--- config.mk ---
export PLATFORM = sky130hd
export DESIGN_NAME = skin_bbox_overlay
export DESIGN_NICKNAME = d
export VERILOG_FILES = /design/src/rtl/skin_bbox_overlay.sv
export SDC_FILE = /design/constraint.sdc
export NUM_CORES = 1
export LEC_CHECK = 0
export ABC_AREA = 1
export BUFFER_PORTS_ARGS = -buffer_cell sky130_fd_sc_hd__buf_2
export CAP_MARGIN = 10
export CORE_MARGIN = 8
export CORE_UTILIZATION = 60
export CTS_BUF_LIST = sky130_fd_sc_hd__clkbuf_4
export CTS_CLUSTER_SIZE = 20
export DETAILED_ROUTE_END_ITERATION = 16
export HOLD_SLACK_MARGIN = 0.06
export PLACE_DENSITY = 0.79
export SYNTH_ARGS = -nofsm -noshare
export SYNTH_HDL_FRONTEND = slang
export SYNTH_SLANG_ARGS = --single-unit
--- constraint.sdc ---
create_clock -name clk -period 4.45 [get_ports clk]
set_input_delay 0.6675 -clock clk [delete_from_list [all_inputs] [get_ports clk]]
set_output_delay 0.6675 -clock clk [all_outputs]
set_load 0.005 [all_outputs]
--- src/rtl/skin_bbox_overlay.sv ---
// skin_bbox_overlay: tracks the bounding box of marker-coloured pixels in each
// frame and draws that box's outline over the following frame. All video
// outputs are registered with a fixed one-cycle latency.
// Optional feature: define SKIN_BBOX_CROSSHAIR_EN to also draw a centre
// crosshair inside a valid box.
module skin_bbox_overlay #(
  parameter int          X_BITS      = 11,
  parameter int          Y_BITS      = 11,
  parameter logic [23:0] MARK_COLOUR = 24'hFFFFFF,
  parameter logic [23:0] BOX_COLOUR  = 24'hFF0000,
  parameter int          MIN_PIXELS  = 16
) (
  input  logic        clk,
  input  logic        n_rst,
  input  logic [23:0] i_vid_data,
  input  logic        i_vid_hsync,
  input  logic        i_vid_vsync,
  input  logic        i_vid_VDE,
  input  logic        i_enable,
  output logic [23:0] o_vid_data,
  output logic        o_vid_hsync,
  output logic        o_vid_vsync,
  output logic        o_vid_VDE,
  output logic        o_box_valid
);

  localparam logic [X_BITS-1:0] X_MAX   = '1;
  localparam logic [Y_BITS-1:0] Y_MAX   = '1;
  localparam logic [15:0]       CNT_MAX = 16'hFFFF;
  localparam logic [15:0]       MIN_CNT = 16'(MIN_PIXELS);

  typedef enum logic {
    SYNC_WAIT = 1'b0,
    ACCUM     = 1'b1
  } state_t;

  state_t            state;
  logic              vsync_q;
  logic              vde_q;
  logic [X_BITS-1:0] x;
  logic [Y_BITS-1:0] y;
  logic [X_BITS-1:0] xmin;
  logic [X_BITS-1:0] xmax;
  logic [Y_BITS-1:0] ymin;
  logic [Y_BITS-1:0] ymax;
  logic [15:0]       cnt;
  logic [X_BITS-1:0] bx0;
  logic [X_BITS-1:0] bx1;
  logic [Y_BITS-1:0] by0;
  logic [Y_BITS-1:0] by1;
  logic              box_valid;
  logic              on_box;

  logic vs_rise;
  logic vde_fall;
  logic marker;

  assign vs_rise  = i_vid_vsync & ~vsync_q;
  assign vde_fall = vde_q & ~i_vid_VDE;
  assign marker   = i_vid_VDE && (i_vid_data == MARK_COLOUR);

`ifdef SKIN_BBOX_CROSSHAIR_EN
  logic [X_BITS-1:0] cx;
  logic [Y_BITS-1:0] cy;
  logic [X_BITS:0]   x_sum;
  logic [Y_BITS:0]   y_sum;

  assign x_sum = {1'b0, xmin} + {1'b0, xmax};
  assign y_sum = {1'b0, ymin} + {1'b0, ymax};
`endif

  // Pixel position: x counts active pixels within a line, y counts lines; a frame boundary clears both.
  always_ff @(posedge clk or negedge n_rst) begin
    if (!n_rst) begin
      vsync_q <= 1'b0;
      vde_q   <= 1'b0;
      x       <= '0;
      y       <= '0;
    end else begin
      vsync_q <= i_vid_vsync;
      vde_q   <= i_vid_VDE;
      if (vs_rise) begin
        x <= '0;
        y <= '0;
      end else if (vde_fall) begin
        x <= '0;
        if (y != Y_MAX) y <= y + 1'b1;
      end else if (i_vid_VDE && (x != X_MAX)) begin
        x <= x + 1'b1;
      end
    end
  end

  // Frame state machine: accumulate marker extents, latch the box at each frame boundary.
  always_ff @(posedge clk or negedge n_rst) begin
    if (!n_rst) begin
      state     <= SYNC_WAIT;
      xmin      <= '1;
      xmax      <= '0;
      ymin      <= '1;
      ymax      <= '0;
      cnt       <= '0;
      bx0       <= '0;
      bx1       <= '0;
      by0       <= '0;
      by1       <= '0;
      box_valid <= 1'b0;
`ifdef SKIN_BBOX_CROSSHAIR_EN
      cx        <= '0;
      cy        <= '0;
`endif
    end else begin
      case (state)
        SYNC_WAIT: begin
          xmin <= '1;
          xmax <= '0;
          ymin <= '1;
          ymax <= '0;
          cnt  <= '0;
          if (vs_rise) state <= ACCUM;
        end
        ACCUM: begin
          if (vs_rise) begin
            bx0       <= xmin;
            bx1       <= xmax;
            by0       <= ymin;
            by1       <= ymax;
            box_valid <= (cnt >= MIN_CNT);
`ifdef SKIN_BBOX_CROSSHAIR_EN
            cx        <= x_sum[X_BITS:1];
            cy        <= y_sum[Y_BITS:1];
`endif
            xmin      <= '1;
            xmax      <= '0;
            ymin      <= '1;
            ymax      <= '0;
            cnt       <= '0;
          end else if (marker) begin
            if (x < xmin) xmin <= x;
            if (x > xmax) xmax <= x;
            if (y < ymin) ymin <= y;
            if (y > ymax) ymax <= y;
            if (cnt != CNT_MAX) cnt <= cnt + 1'b1;
          end
        end
        default: state <= SYNC_WAIT;
      endcase
    end
  end

  // Decide whether the current input pixel lies on the latched box outline (or crosshair).
  always_comb begin
    on_box = 1'b0;
    if (i_enable && box_valid && i_vid_VDE) begin
      if (((x == bx0) || (x == bx1)) && (y >= by0) && (y <= by1)) on_box = 1'b1;
      if (((y == by0) || (y == by1)) && (x >= bx0) && (x <= bx1)) on_box = 1'b1;
`ifdef SKIN_BBOX_CROSSHAIR_EN
      if ((x == cx) && (y >= by0) && (y <= by1)) on_box = 1'b1;
      if ((y == cy) && (x >= bx0) && (x <= bx1)) on_box = 1'b1;
`endif
    end
  end

  // Registered video output: overlay colour on box pixels, syncs delayed untouched.
  always_ff @(posedge clk or negedge n_rst) begin
    if (!n_rst) begin
      o_vid_data  <= 24'h0;
      o_vid_hsync <= 1'b0;
      o_vid_vsync <= 1'b0;
      o_vid_VDE   <= 1'b0;
    end else begin
      o_vid_data  <= on_box ? BOX_COLOUR : i_vid_data;
      o_vid_hsync <= i_vid_hsync;
      o_vid_vsync <= i_vid_vsync;
      o_vid_VDE   <= i_vid_VDE;
    end
  end

  assign o_box_valid = box_valid;

endmodule

==> impl_metrics.toml <==
[drt]
vias = 7750
finalWirelength_um = 20400
drt_pass1_iterations = 5
postRouteAntennaNets = 0
drt_iter0_drc = 607
via_per_inst = 5.40
avgRoutedWirePerCell_um = 14.2
drc = 0

[clocking]
cts_resized = 0
root_buffer = "clkbuf_4"
clkSinkCount = 155
htreeDepth = 4
ctsHoldBuffers = 0
numCtsBuffers = 17
clkTransAtPathRegs_ns = 0.13
insertion_delay_ns = 0.56
tritoncts = "done"
post_cts_buffers = 0
cts_buffer_depth = 2

[logic_synthesis]
synth-simple-area-share_pct = 26.1
synth_fa_ha_area_share_pct = 12.2
synth_cells = 1186
synth.area.mux_share_pct = 0.488
synth_seq_cells = 155
synth_compound_area_share_pct = 8.66
synth_xor_area_share_pct = 0.474
synth_top_family_by_area = "simple AND/OR/NAND/NOR gates"
syn_nets = 1306
ys_types = 36
ys_warn_count = 0
yosysSeqAreaShare_pct = 42.3
synth_area_um2 = 9240
postSynthAreaPerCell_um2 = 7.79

[timing]
slew_headroom_pct = 48.1
fin_crit_sh_pct = 64.6
hold_viol = 0
max_freq_mhz = 348
min_period_ns = 2.87
fin_ws_ns = 1.58
worst-slew-pin-transition_ns = 0.776
finClkSkew_ns = 0.0200
slew_viol_final = 0
setup_tns_ns = 0
rsz0062_at_grt = "false"
setup_viol = 0

[critical_path]
path_cells = "ha_1, nand2_1, nor2_1, inv_1, nor2_1, nor2_1, nand2_1, nand3_1, nand2_1, nand2_1, nand2_1"
r2r_end = "o_vid_data[22]"
path_class = "register to register"
cp_common_cell = "nand2_1"
worst_ep_arrival_time_ns = 3.37
critPathLaunch = "x[6]"
worstPathRequired_ns = 4.95
crit_family = "simple AND/OR/NAND/NOR gates"
r2r_start = "x[6]"
worst-path-buf-inv = 1
worstPathMaxFanout = 17
rrSetupSlack_ns = 1.58
endpoint = "o_vid_data[22]"
cpPeakStageDelay_ns = 0.56
path_depth = 11
crit_slowest_cell = "dfrtp_1"
startpoint_type = "register"
end_kind = "register"
reg2regPathDepth = 11

[status]
outcome = "finished, final reports clean"

[floorplan]
dieArea_um2 = 19600
fp.dieH_um = 140
core_area_um2 = 15100
initial_core_util_pct = 61.0
row_count = 45
io_pins = 58
die_w_um = 140

[placed_design]
portBuffers = 57
gp_congestion = 0.881
dp_hpwl_um = 15000
place_ws_ns = 1.58

[power]
power.static_leakage_nw = 5.25
pwr-share-seq_pct = 51.0
netSwitchingFraction_pct = 33.7
power_density_nw_per_um2 = 327
finalPower_w = 0.00325
switchingPower_w = 0.00110
peakVddDrop_mv = 0.201
comb_power_share_pct = 22.0
p_int_w = 0.00216
clkPwrFrac_pct = 26.9

[global_routing]
gr-total-overflow = 0
grt_start_max_net_pins = 85
grt_pass1_wl_um = 35200
first_global_vias = 7546
grt_antenna_before_repair = 1
grt_usage_pct = 21.9

[layout]
layout.nets = 1352
syn2layout_area_growth_pct = 7.77
drive_above_1_share_pct = 11.6

[hold_path]
hold_class = "input pin to asynchronous set/reset pin"

[flow_run]
cap_violations = 0
[kinds of logic (layout without fill, tap and decap cells)]
family / count (synthesis) / after routing
simple gates: 553 / 553
buf+inv: 231 / 290
flops: 155 / 155
compound gates: 148 / 148
fa+ha+maj: 90 / 90
xor+xnor: 5 / 5
mux: 4 / 4
other cells: 0 / 1
[synthesized netlist by cell type, drive strengths merged]
library cell  number  area, µm²
nand2            329       1260
inv              192        721
dfrtp            133       3330
nand3             94        483
ha                90       1130
o21ai             77        419
nor2              60        235
a21oi             59        295
nand4             39        244
dfstp             22        578
buf               20        110
nor3              20        116
clkbuf            17       63.8
nor4               7       43.8
a31oi              4       25.0
mux2               4       45.0
o21a               4       30.0
xor2               4       35.0
clkinv             2       7.51
nand3b             2       15.0
nor3b              2       15.0
o21bai             2       15.0
a21boi             1       7.51
a21o               1       7.51
xnor2              1       8.76
[state kept, by name (all words and copies together), names as in the netlist, 11 cells and up]
signal	count
o_vid_data	24
cnt	16
bx0	11
bx1	11
by0	11
by1	11
x	11
xmax	11
xmin	11
y	11
ymax	11
ymin	11
[layout make-up]
type	instances	area, µm²
timing repair buffer	64	357
clock inverter	15	163
fill	1293	5190
antenna	1	2.50
sequential	155	3910
inverter	194	728
clock buffer	17	128
tap	188	235
multi-input combinational	800	4440
[layer usage]
metal	track usage (%)	vias up	wire length, µm
li1	-	3932	-
met1	29.2	3593	9720
met2	34.4	199	9060
met3	6.12	26	1370
met4	5.83	0	259
met5	0	-	0
[power groups by stage]
| stage | Clock (W) | Sequential [W] | Combinational [W] |
|---|---|---|---|
| detailed placement | 0 | 0.00169 | 0.000719 |
| global placement | 0 | 0.00168 | 0.000696 |
| CTS | 0.000896 | 0.00166 | 0.000722 |
| finish | 0.000876 | 0.00166 | 0.000717 |
| floorplan | 0 | 0.00166 | 0.000518 |
| global route | 0.000942 | 0.00168 | 0.000843 |
[per-stage QoR]
step | area, µm² | utilization (%) | hold slack [ns] | instances
final | 9960 | 65.7 | 0.139 | 1434
after global routing | 9960 | 65.7 | 0.150 | 1434
after CTS | 9950 | 65.7 | 0.130 | 1433
after detailed placement | 9660 | 63.8 | 0.455 | 1401
after global placement | 9660 | 63.8 | 0.450 | 1401
after floorplan | 9240 | - | 0.372 | 1186
[cells in the final DEF (no fill, tap or decap), types with 4 or more instances in the layout]
| master | instances |
|---|---|
| a21oi_1 | 59 |
| a31oi_1 | 4 |
| buf_2 | 56 |
| buf_4 | 6 |
| clkbuf_4 | 17 |
| clkinvlp_4 | 4 |
| dfrtp_1 | 133 |
| dfstp_2 | 22 |
| ha_1 | 90 |
| inv_1 | 189 |
| inv_6 | 4 |
| mux2_2 | 4 |
| nand2_1 | 323 |
| nand3_1 | 93 |
| nand4_1 | 39 |
| nor2_1 | 58 |
| nor3_1 | 18 |
| nor4_1 | 7 |
| o21a_1 | 4 |
| o21ai_0 | 68 |
| o21ai_2 | 9 |
| xor2_1 | 4 |
[worst register-to-register path, delay by kind of cell (launching register included)]
kind	cells	cell delay, ns
buffers and inverters	1	0.08
AND/OR/NAND/NOR	9	1.80
flip-flops	1	0.56
adder cells (fa/ha/maj)	1	0.38
[worst min-delay path by stage]
stage | to | slack (ns) | cells past startpoint
final | cnt[6] | 0.14 | 1
after global placement | ymin[3] | 0.45 | 2
after global routing | o_vid_hsync | 0.15 | 1
after detailed placement | xmin[8] | 0.45 | 2
after floorplan | bx0[0] | 0.37 | 0
after CTS | o_vid_data[6] | 0.13 | 1
Note: power is estimated with default switching activity, not from simulation.
